--- src/rtl/id_ex_fwd_stage_if.sv ---
// Signal bundle between decode, the forwarding sources and the ID/EX register.
// The master side drives decode, forwarding and control inputs; the slave is the stage itself.
interface id_ex_fwd_stage_if #(
    parameter int DATA_WIDTH = 16,
    parameter int SEL_BITS   = 3,
    parameter int CNT_WIDTH  = 16
);
    logic                  id_valid;
    logic [SEL_BITS-1:0]   id_rs_sel;
    logic [SEL_BITS-1:0]   id_rt_sel;
    logic                  id_rs_used;
    logic                  id_rt_used;
    logic [SEL_BITS-1:0]   id_rd_sel;
    logic                  id_rd_we;
    logic                  id_is_load;
    logic [DATA_WIDTH-1:0] id_imm;
    logic [DATA_WIDTH-1:0] rf_rs_data;
    logic [DATA_WIDTH-1:0] rf_rt_data;
    logic [DATA_WIDTH-1:0] ex_result;
    logic                  mem_valid;
    logic                  mem_rd_we;
    logic [SEL_BITS-1:0]   mem_rd_sel;
    logic [DATA_WIDTH-1:0] mem_data;
    logic                  wb_we;
    logic [SEL_BITS-1:0]   wb_rd_sel;
    logic [DATA_WIDTH-1:0] wb_data;
    logic                  stall_in;
    logic                  flush;
    logic                  stall_out;
    logic                  ex_valid;
    logic [DATA_WIDTH-1:0] ex_rs_data;
    logic [DATA_WIDTH-1:0] ex_rt_data;
    logic [DATA_WIDTH-1:0] ex_imm;
    logic [SEL_BITS-1:0]   ex_rd_sel;
    logic                  ex_rd_we;
    logic                  ex_is_load;
    logic [CNT_WIDTH-1:0]  bubble_cnt;

    modport master (
        output id_valid, id_rs_sel, id_rt_sel, id_rs_used, id_rt_used, id_rd_sel,
               id_rd_we, id_is_load, id_imm, rf_rs_data, rf_rt_data, ex_result,
               mem_valid, mem_rd_we, mem_rd_sel, mem_data, wb_we, wb_rd_sel, wb_data,
               stall_in, flush,
        input  stall_out, ex_valid, ex_rs_data, ex_rt_data, ex_imm, ex_rd_sel,
               ex_rd_we, ex_is_load, bubble_cnt
    );

    modport slave (
        input  id_valid, id_rs_sel, id_rt_sel, id_rs_used, id_rt_used, id_rd_sel,
               id_rd_we, id_is_load, id_imm, rf_rs_data, rf_rt_data, ex_result,
               mem_valid, mem_rd_we, mem_rd_sel, mem_data, wb_we, wb_rd_sel, wb_data,
               stall_in, flush,
        output stall_out, ex_valid, ex_rs_data, ex_rt_data, ex_imm, ex_rd_sel,
               ex_rd_we, ex_is_load, bubble_cnt
    );
endinterface

--- src/rtl/id_ex_fwd_stage.sv ---
// ID/EX boundary: EX/MEM/WB operand forwarding, load-use bubble insertion,
// the ID/EX pipeline register and a saturating bubble counter.
module id_ex_fwd_stage #(
    parameter int DATA_WIDTH = 16,
    parameter int SEL_BITS   = 3,
    parameter int CNT_WIDTH  = 16
) (
    input  logic               clk,
    input  logic               rst,
    id_ex_fwd_stage_if.slave   bus
);
    logic                  ex_valid_q;
    logic [DATA_WIDTH-1:0] ex_rs_q;
    logic [DATA_WIDTH-1:0] ex_rt_q;
    logic [DATA_WIDTH-1:0] ex_imm_q;
    logic [SEL_BITS-1:0]   ex_rd_sel_q;
    logic                  ex_rd_we_q;
    logic                  ex_is_load_q;
    logic [CNT_WIDTH-1:0]  bubble_cnt_q;

    logic [DATA_WIDTH-1:0] rs_fwd;
    logic [DATA_WIDTH-1:0] rt_fwd;
    logic                  ex_can_fwd;
    logic                  mem_can_fwd;
    logic                  load_use;

    // A load in EX has no data yet, so it never forwards; load_use covers that case.
    assign ex_can_fwd  = ex_valid_q & ex_rd_we_q & ~ex_is_load_q;
    assign mem_can_fwd = bus.mem_valid & bus.mem_rd_we;

    always_comb begin
        rs_fwd = bus.rf_rs_data;
        if (ex_can_fwd && ex_rd_sel_q == bus.id_rs_sel)
            rs_fwd = bus.ex_result;
        else if (mem_can_fwd && bus.mem_rd_sel == bus.id_rs_sel)
            rs_fwd = bus.mem_data;
        else if (bus.wb_we && bus.wb_rd_sel == bus.id_rs_sel)
            rs_fwd = bus.wb_data;
    end

    always_comb begin
        rt_fwd = bus.rf_rt_data;
        if (ex_can_fwd && ex_rd_sel_q == bus.id_rt_sel)
            rt_fwd = bus.ex_result;
        else if (mem_can_fwd && bus.mem_rd_sel == bus.id_rt_sel)
            rt_fwd = bus.mem_data;
        else if (bus.wb_we && bus.wb_rd_sel == bus.id_rt_sel)
            rt_fwd = bus.wb_data;
    end

    assign load_use = bus.id_valid & ex_valid_q & ex_is_load_q & ex_rd_we_q &
                      ((bus.id_rs_used & (ex_rd_sel_q == bus.id_rs_sel)) |
                       (bus.id_rt_used & (ex_rd_sel_q == bus.id_rt_sel)));

    assign bus.stall_out = bus.stall_in | (load_use & ~bus.flush);

    // Flush outranks the downstream stall so a redirect can never be held off.
    always_ff @(posedge clk or posedge rst) begin
        if (rst) begin
            ex_valid_q   <= 1'b0;
            ex_rs_q      <= '0;
            ex_rt_q      <= '0;
            ex_imm_q     <= '0;
            ex_rd_sel_q  <= '0;
            ex_rd_we_q   <= 1'b0;
            ex_is_load_q <= 1'b0;
            bubble_cnt_q <= '0;
        end else if (bus.flush || (!bus.stall_in && load_use)) begin
            ex_valid_q   <= 1'b0;
            ex_rs_q      <= '0;
            ex_rt_q      <= '0;
            ex_imm_q     <= '0;
            ex_rd_sel_q  <= '0;
            ex_rd_we_q   <= 1'b0;
            ex_is_load_q <= 1'b0;
            if (!bus.flush && bubble_cnt_q != '1)
                bubble_cnt_q <= bubble_cnt_q + 1'b1;
        end else if (!bus.stall_in) begin
            ex_valid_q   <= bus.id_valid;
            ex_rs_q      <= rs_fwd;
            ex_rt_q      <= rt_fwd;
            ex_imm_q     <= bus.id_imm;
            ex_rd_sel_q  <= bus.id_rd_sel;
            ex_rd_we_q   <= bus.id_rd_we & bus.id_valid;
            ex_is_load_q <= bus.id_is_load & bus.id_valid;
        end
    end

    assign bus.ex_valid   = ex_valid_q;
    assign bus.ex_rs_data = ex_rs_q;
    assign bus.ex_rt_data = ex_rt_q;
    assign bus.ex_imm     = ex_imm_q;
    assign bus.ex_rd_sel  = ex_rd_sel_q;
    assign bus.ex_rd_we   = ex_rd_we_q;
    assign bus.ex_is_load = ex_is_load_q;
    assign bus.bubble_cnt = bubble_cnt_q;
endmodule

--- src/flat_wrapper.sv ---
// flat-port wrapper written by rule: the top's interface ports become plain ports
module id_ex_fwd_stage_flat 
#(
    parameter int DATA_WIDTH = 16,
    parameter int SEL_BITS   = 3,
    parameter int CNT_WIDTH  = 16
)
  (clk, rst, bus_id_valid, bus_id_rs_sel, bus_id_rt_sel, bus_id_rs_used, bus_id_rt_used, bus_id_rd_sel, bus_id_rd_we, bus_id_is_load, bus_id_imm, bus_rf_rs_data, bus_rf_rt_data, bus_ex_result, bus_mem_valid, bus_mem_rd_we, bus_mem_rd_sel, bus_mem_data, bus_wb_we, bus_wb_rd_sel, bus_wb_data, bus_stall_in, bus_flush, bus_stall_out, bus_ex_valid, bus_ex_rs_data, bus_ex_rt_data, bus_ex_imm, bus_ex_rd_sel, bus_ex_rd_we, bus_ex_is_load, bus_bubble_cnt);
  id_ex_fwd_stage_if #(.DATA_WIDTH(DATA_WIDTH), .SEL_BITS(SEL_BITS), .CNT_WIDTH(CNT_WIDTH)) bus_i ();
  input  logic clk;
  input  logic rst;
  input wire logic [$bits(bus_i.id_valid)-1:0] bus_id_valid;
  input wire logic [$bits(bus_i.id_rs_sel)-1:0] bus_id_rs_sel;
  input wire logic [$bits(bus_i.id_rt_sel)-1:0] bus_id_rt_sel;
  input wire logic [$bits(bus_i.id_rs_used)-1:0] bus_id_rs_used;
  input wire logic [$bits(bus_i.id_rt_used)-1:0] bus_id_rt_used;
  input wire logic [$bits(bus_i.id_rd_sel)-1:0] bus_id_rd_sel;
  input wire logic [$bits(bus_i.id_rd_we)-1:0] bus_id_rd_we;
  input wire logic [$bits(bus_i.id_is_load)-1:0] bus_id_is_load;
  input wire logic [$bits(bus_i.id_imm)-1:0] bus_id_imm;
  input wire logic [$bits(bus_i.rf_rs_data)-1:0] bus_rf_rs_data;
  input wire logic [$bits(bus_i.rf_rt_data)-1:0] bus_rf_rt_data;
  input wire logic [$bits(bus_i.ex_result)-1:0] bus_ex_result;
  input wire logic [$bits(bus_i.mem_valid)-1:0] bus_mem_valid;
  input wire logic [$bits(bus_i.mem_rd_we)-1:0] bus_mem_rd_we;
  input wire logic [$bits(bus_i.mem_rd_sel)-1:0] bus_mem_rd_sel;
  input wire logic [$bits(bus_i.mem_data)-1:0] bus_mem_data;
  input wire logic [$bits(bus_i.wb_we)-1:0] bus_wb_we;
  input wire logic [$bits(bus_i.wb_rd_sel)-1:0] bus_wb_rd_sel;
  input wire logic [$bits(bus_i.wb_data)-1:0] bus_wb_data;
  input wire logic [$bits(bus_i.stall_in)-1:0] bus_stall_in;
  input wire logic [$bits(bus_i.flush)-1:0] bus_flush;
  output wire logic [$bits(bus_i.stall_out)-1:0] bus_stall_out;
  output wire logic [$bits(bus_i.ex_valid)-1:0] bus_ex_valid;
  output wire logic [$bits(bus_i.ex_rs_data)-1:0] bus_ex_rs_data;
  output wire logic [$bits(bus_i.ex_rt_data)-1:0] bus_ex_rt_data;
  output wire logic [$bits(bus_i.ex_imm)-1:0] bus_ex_imm;
  output wire logic [$bits(bus_i.ex_rd_sel)-1:0] bus_ex_rd_sel;
  output wire logic [$bits(bus_i.ex_rd_we)-1:0] bus_ex_rd_we;
  output wire logic [$bits(bus_i.ex_is_load)-1:0] bus_ex_is_load;
  output wire logic [$bits(bus_i.bubble_cnt)-1:0] bus_bubble_cnt;
  assign bus_i.id_valid = bus_id_valid;
  assign bus_i.id_rs_sel = bus_id_rs_sel;
  assign bus_i.id_rt_sel = bus_id_rt_sel;
  assign bus_i.id_rs_used = bus_id_rs_used;
  assign bus_i.id_rt_used = bus_id_rt_used;
  assign bus_i.id_rd_sel = bus_id_rd_sel;
  assign bus_i.id_rd_we = bus_id_rd_we;
  assign bus_i.id_is_load = bus_id_is_load;
  assign bus_i.id_imm = bus_id_imm;
  assign bus_i.rf_rs_data = bus_rf_rs_data;
  assign bus_i.rf_rt_data = bus_rf_rt_data;
  assign bus_i.ex_result = bus_ex_result;
  assign bus_i.mem_valid = bus_mem_valid;
  assign bus_i.mem_rd_we = bus_mem_rd_we;
  assign bus_i.mem_rd_sel = bus_mem_rd_sel;
  assign bus_i.mem_data = bus_mem_data;
  assign bus_i.wb_we = bus_wb_we;
  assign bus_i.wb_rd_sel = bus_wb_rd_sel;
  assign bus_i.wb_data = bus_wb_data;
  assign bus_i.stall_in = bus_stall_in;
  assign bus_i.flush = bus_flush;
  assign bus_stall_out = bus_i.stall_out;
  assign bus_ex_valid = bus_i.ex_valid;
  assign bus_ex_rs_data = bus_i.ex_rs_data;
  assign bus_ex_rt_data = bus_i.ex_rt_data;
  assign bus_ex_imm = bus_i.ex_imm;
  assign bus_ex_rd_sel = bus_i.ex_rd_sel;
  assign bus_ex_rd_we = bus_i.ex_rd_we;
  assign bus_ex_is_load = bus_i.ex_is_load;
  assign bus_bubble_cnt = bus_i.bubble_cnt;
  id_ex_fwd_stage #(.DATA_WIDTH(DATA_WIDTH), .SEL_BITS(SEL_BITS), .CNT_WIDTH(CNT_WIDTH)) u_core (.clk(clk), .rst(rst), .bus(bus_i));
endmodule
--- config.mk ---
export PLATFORM = sky130hd
export DESIGN_NAME = id_ex_fwd_stage_flat
export DESIGN_NICKNAME = d
export VERILOG_FILES = /design/src/rtl/id_ex_fwd_stage_if.sv /design/src/rtl/id_ex_fwd_stage.sv /design/src/flat_wrapper.sv
export SDC_FILE = /design/constraint.sdc
export NUM_CORES = 1
export LEC_CHECK = 0
export CORE_MARGIN = 1.5
export CORE_UTILIZATION = 30
export DETAILED_ROUTE_END_ITERATION = 16
export GPL_TIMING_DRIVEN = 0
export SETUP_SLACK_MARGIN = 0.5
export SLEW_MARGIN = 0
export SYNTH_ARGS = -nofsm -noshare
export SYNTH_HDL_FRONTEND = slang
export SYNTH_SLANG_ARGS = --single-unit
--- constraint.sdc ---
create_clock -name clk -period 2.25 [get_ports clk]
set_input_delay 0.225 -clock clk [delete_from_list [all_inputs] [get_ports clk]]
set_output_delay 0.225 -clock clk [all_outputs]
set_load 0.01 [all_outputs]
=== Word-level counts from Yosys, hierarchy flattened ===
Cells that the tools add are included.

* Add/subtract/negate cells: 1
* Eq/ne operators: 8
* Mux-type cells: 20
* Bitwise gates (word level): 16
* Reduce and logical (&&, ||, !) cells: 12

{| class="wikitable"
|+ Operators by type and width
! cell !! count
|-
| 16-bit two-way mux || 12
|-
| 3-bit equality test || 6
|-
| 16-bit by 1-bit adder with 16-bit output (second input constant) || 1
|-
| 16-bit inequality test (second input constant) || 1
|-
| 1-bit AND || 12
|-
| 1-bit logical AND || 8
|-
| 1-bit two-way mux || 6
|-
| 3-bit two-way mux || 2
|-
| 1-bit zero test || 2
|-
| 2-bit by 1-bit inequality test with 1-bit output (second input constant) || 1
|-
| 1-bit inverter || 2
|-
| 1-bit bitwise OR || 2
|-
| 2-bit AND reduction || 1
|-
| 1-bit logical OR || 1
|}

* Flip-flop bits (word level): 70
* Input bits: 123
* Output and inout bits: 71
* Word-level logic and storage cells: 65

=== Longest topological paths before layout ===
* Depth after elaboration: 7
* Mapped depth: 7
* Depth with buffers taken out: 6

=== Worst setup path before layout ===
Ideal clock, no wire load.

* Kind: flip-flop to flip-flop
* Start: register u_core.ex_rd_sel_q[1], in the netlist u_core.bus.ex_rd_sel[1]
* End: register u_core.bubble_cnt_q[6], in the netlist u_core.bus.bubble_cnt[6]
* Setup time: 127 ps
* Arrival time: 1807 ps
* Data required time: 2123 ps
* Path slack: 317 ps
* Stages on the path, launching flop included: 7
* Buffers on the path: 1
* Period minus slack after synthesis: 1933 ps
* Path through: dfrtp_1 > xnor2_2 > nand4_1 > a2111oi_2 > buf_6 > nand4_2 > xnor2_1

* Cells in the longest elaborated chain, start to end: 7
* Elaborated cells on any way between the ends: 9
* Those cells by class: eq/ne: 2; bitwise: 4; reduce/logical: 3

{| class="wikitable"
|+ Ends and longest elaborated chain
! item !! line !! RTL
|-
| start, declared || id_ex_fwd_stage.sv:16 || <nowiki>logic [SEL_BITS-1:0] ex_rd_sel_q;</nowiki>
|-
| start signal, assigned || id_ex_fwd_stage.sv:83 || <nowiki>ex_rd_sel_q <= bus.id_rd_sel;</nowiki>
|-
| 3-bit equality test, on equally long branches || id_ex_fwd_stage.sv:52, id_ex_fwd_stage.sv:53 ||
|-
| 1-bit AND, on equally long branches || id_ex_fwd_stage.sv:52, id_ex_fwd_stage.sv:53 ||
|-
| 1-bit bitwise OR (*) || id_ex_fwd_stage.sv:52 || <nowiki>((bus.id_rs_used & (ex_rd_sel_q == bus.id_rs_sel)) |</nowiki>
|-
| 1-bit AND (*) || id_ex_fwd_stage.sv:51 || <nowiki>assign load_use = bus.id_valid & ex_valid_q & ex_is_load_q & ex_rd_we_q &</nowiki>
|-
| 1-bit logical AND (*) || id_ex_fwd_stage.sv:68 || <nowiki>end else if (bus.flush || (!bus.stall_in && load_use)) begin</nowiki>
|-
| 1-bit logical OR (*) || id_ex_fwd_stage.sv:68 ||
|-
| 2-bit AND reduction (no line) (*) || -- ||
|-
| end signal, assigned || id_ex_fwd_stage.sv:77 || <nowiki>bubble_cnt_q <= bubble_cnt_q + 1'b1;</nowiki>
|-
| end, declared || id_ex_fwd_stage.sv:19 || <nowiki>logic [CNT_WIDTH-1:0] bubble_cnt_q;</nowiki>
|}

Every way passes the cells marked *; elsewhere a longest branch is shown, timed or not.
A chain may end at the register's enable or synchronous reset.

=== Worst setup path in the final report ===
* Start: register u_core.ex_rd_sel_q[0], in the netlist u_core.bus.ex_rd_sel[0]
* End: register u_core.bubble_cnt_q[1], in the netlist u_core.bus.bubble_cnt[1]

The elaborated chain is that of the path after synthesis.

==> out/metrics.yaml <==
ys_types: 37
drive_above_1_share_pct: 21.93
final_cell_mix: "clkdlybuf4s50_1, dfrtp_1, a22o_1"
cts_hold_buffers: 0
r2r_setup_slack_ns: 0.19
rsz0062_at_grt: "yes"
synth_edf_count: 0
irDropWorstVdd_v: 0.0003323
syn_inst: 414
p_leak_uw: 0.003073
clk_pin_slew_worst_paths_ns: 0.06
io_buffers: 193
hold_path_class: "in -> async"
dr.pass1.iters: 7
fmax_mhz: 486.1
ys_ff_latch: 70
async_flop_share_pct: 100.0
drt_iter0_drc: 346
final_nets: 771
register_area_um2: 1755
rows: 42
antenna_found_initial: 1
io_pins: 194
startpoint_type: "flop"
yosysTopAreaCellShare_pct: 43.21
synth_area_leaders: "dfrtp_1, a22o_1, o21ai_0, a221oi_1, and3_1"
max-slew-margin-rel_pct: 50.05
synth.yosys.seq_area_share_pct: 43.21
route.detailed.drc: 0
pre_cts_ws_ns: -0.5634
drv_slew: 0
worstPathRequired_ns: 2.48
fin_ws_ns: 0.1928
fin_util_pct: 55.76
finalHoldViolCount: 0
vias: 4522
grt_max_degree: 42
finalSetupViolCount: 0
routed_wl_um: 17590
yosysTopAreaCell: "dfrtp_1"
yosysWarnings: 0
viasPerCell: 5.455
tritoncts: "built"
overflow: 0
multiInputGateArea_um2: 2597
cp.arrival_ns: 2.29
avgSynthCellArea_um2: 9.792
ctsHtreeMaxLevel: 3
dieHeight_um: 119.2
powerDensity_nw_per_um2: 512.1
timing.final.crit_share_pct: 91.43
place_congestion: 0.8873
status: "finished clean"
fin_crit_ns: 2.057
final_common_cell: "clkdlybuf4s50_1"
yosys_most_used_dff: "dfrtp_1"
syn_area_um2: 4054
skew_ns: 0.01245
fillCellCount: 1140
cp-end-kind: "flop"
drtAntennaViolNets: 0
grt_first_pass_wirelength_um: 26390
numCtsBuffers: 9
syn-num-nets: 538
clockRootBuffer: "clkbuf_16"
initial_core_util_pct: 30.73
hpwlAfterDp_um: 13010
worst_r2r_path_depth: 7
grt_pass1_vias: 4551
drv_cap: 0
cts.path.max_buffers: 2
critPathKind: "reg -> reg"
grt_usage_pct: 24.65
clock_sinks: 70
r2r_end: "u_core.bus.bubble_cnt[1]"
clkLatencyLatePin_ns: 0.35
areaGrowthSynthToFinish_pct: 81.42
die-area_um2: 14220
die_w_um: 119.2
avgRoutedWirePerCell_um: 21.22
tightestPinTransition_ns: 0.7477
core-area_um2: 13190
cp_max_fo: 4
r2r_start: "u_core.bus.ex_rd_sel[0]"
## Yosys cell counts (all sizes together) (2+ instances only)
master	n
inv	2
dfrtp	70
and4	4
clkbuf	32
xnor2	26
buf	9
nor2	4
o21ai	64
a32o	2
nand4	17
nand2	3
nor2b	2
a221oi	32
xor2	5
nand3	38
a22o	52
and3	37
nand4bb	2
mux2	2
## layer usage
| layer | wire (µm) | track usage, % | up-vias |
|---|---|---|---|
| li1 | - | - | 2105 |
| met1 | 7650 | 33.32 | 2185 |
| met3 | 1207 | 5.412 | 30 |
| met2 | 8262 | 38.44 | 202 |
| met5 | 0 | 0 | - |
| met4 | 473 | 9.563 | 0 |
## worst max-delay path: stages (launching register included)
cell and delay [ns]:
dfrtp_2 0.46, xnor2_2 0.20, nand4_1 0.17, buf_4 0.18, a2111oi_4 0.33, buf_4 0.20
buf_4 0.12, mux2_4 0.28
## metrics by stage
| stage | instances | hold slack, ns | TNS [ns] | total power, µW | instance area (µm²) |
|---|---|---|---|---|---|
| after floorplan | 414 | 0.3576 | 0 | 1707 | 4103 |
| after global placement | 783 | 0.4875 | -17.64 | 2189 | 6255 |
| after detailed placement | 784 | 0.4905 | -20.94 | 2201 | 6275 |
| after CTS | 823 | 0.3769 | 0 | 3732 | 7151 |
| after global routing | 829 | 0.4280 | 0 | 3915 | 7355 |
| final | 829 | 0.3570 | 0 | 3767 | 7355 |
## where the power goes
part / switching [µW] / total (µW) / leakage [µW] / internal [µW]
logic: 441 / 990 / 0.00199 / 549
clock network: 558 / 1410 / 0.000143 / 851
registers: 45.9 / 1370 / 0.000938 / 1320
## how the worst max path moves through the flow
| stage | start | to | cells past startpoint |
|---|---|---|---|
| 2_1_floorplan | u_core.bus.ex_rd_sel[0] | u_core.bus.bubble_cnt[6] | 6 |
| 3_3_place_gp | bus_id_rs_sel[1] | u_core.bus.ex_rs_data[2] | 8 |
| 3_5_place_dp | bus_id_rs_sel[1] | u_core.bus.ex_rs_data[2] | 8 |
| 4_1_cts | u_core.bus.ex_rd_sel[2] | u_core.bus.bubble_cnt[1] | 7 |
| 5_1_grt | u_core.bus.ex_rd_sel[1] | u_core.bus.bubble_cnt[10] | 8 |
| 6_report | u_core.bus.ex_rd_sel[0] | u_core.bus.bubble_cnt[1] | 7 |
## flip-flops by register name, indices dropped and copies added (netlist names)
signal and cells:
u_core.bus.ex_imm 16, u_core.bus.ex_rd_sel 3, u_core.bus.ex_rd_we 1, u_core.bus.bubble_cnt 16
u_core.bus.ex_rs_data 16, u_core.bus.ex_valid 1, u_core.bus.ex_rt_data 16, u_core.bus.ex_is_load 1
## kinds of logic after synthesis
| logic type | Yosys count | share of synthesized area (%) |
|---|---|---|
| DFF | 70 | 43.21 |
| and+or+nand+nor | 112 | 16.67 |
| AOI/OAI and AO/OA | 155 | 27.59 |
| buffers and inverters | 43 | 4.413 |
| muxes | 2 | 0.5555 |
| xor gates and xnor gates | 31 | 7.253 |
| adders and majority gates | 1 | 0.3086 |
## layout make-up
| cell class | instances | area share (%) |
|---|---|---|
| inverter | 2 | 0.1531 |
| antenna | 1 | 0.03403 |
| clock buffer | 11 | 3.164 |
| buffer | 41 | 4.423 |
| tap | 176 | 2.994 |
| multi-input combinational | 302 | 35.32 |
| timing repair buffer | 221 | 29.36 |
| clock inverter | 5 | 0.6805 |
| sequential | 70 | 23.87 |
## repair_timing
item / CTS / global route
resized for setup: 125 / 48
gates cloned: 3 / 1
pin swaps: 27 / 27
setup buffers: 20 / 4
setup endpoints to repair: 70 / 72
(Power assumes the default switching activity.)
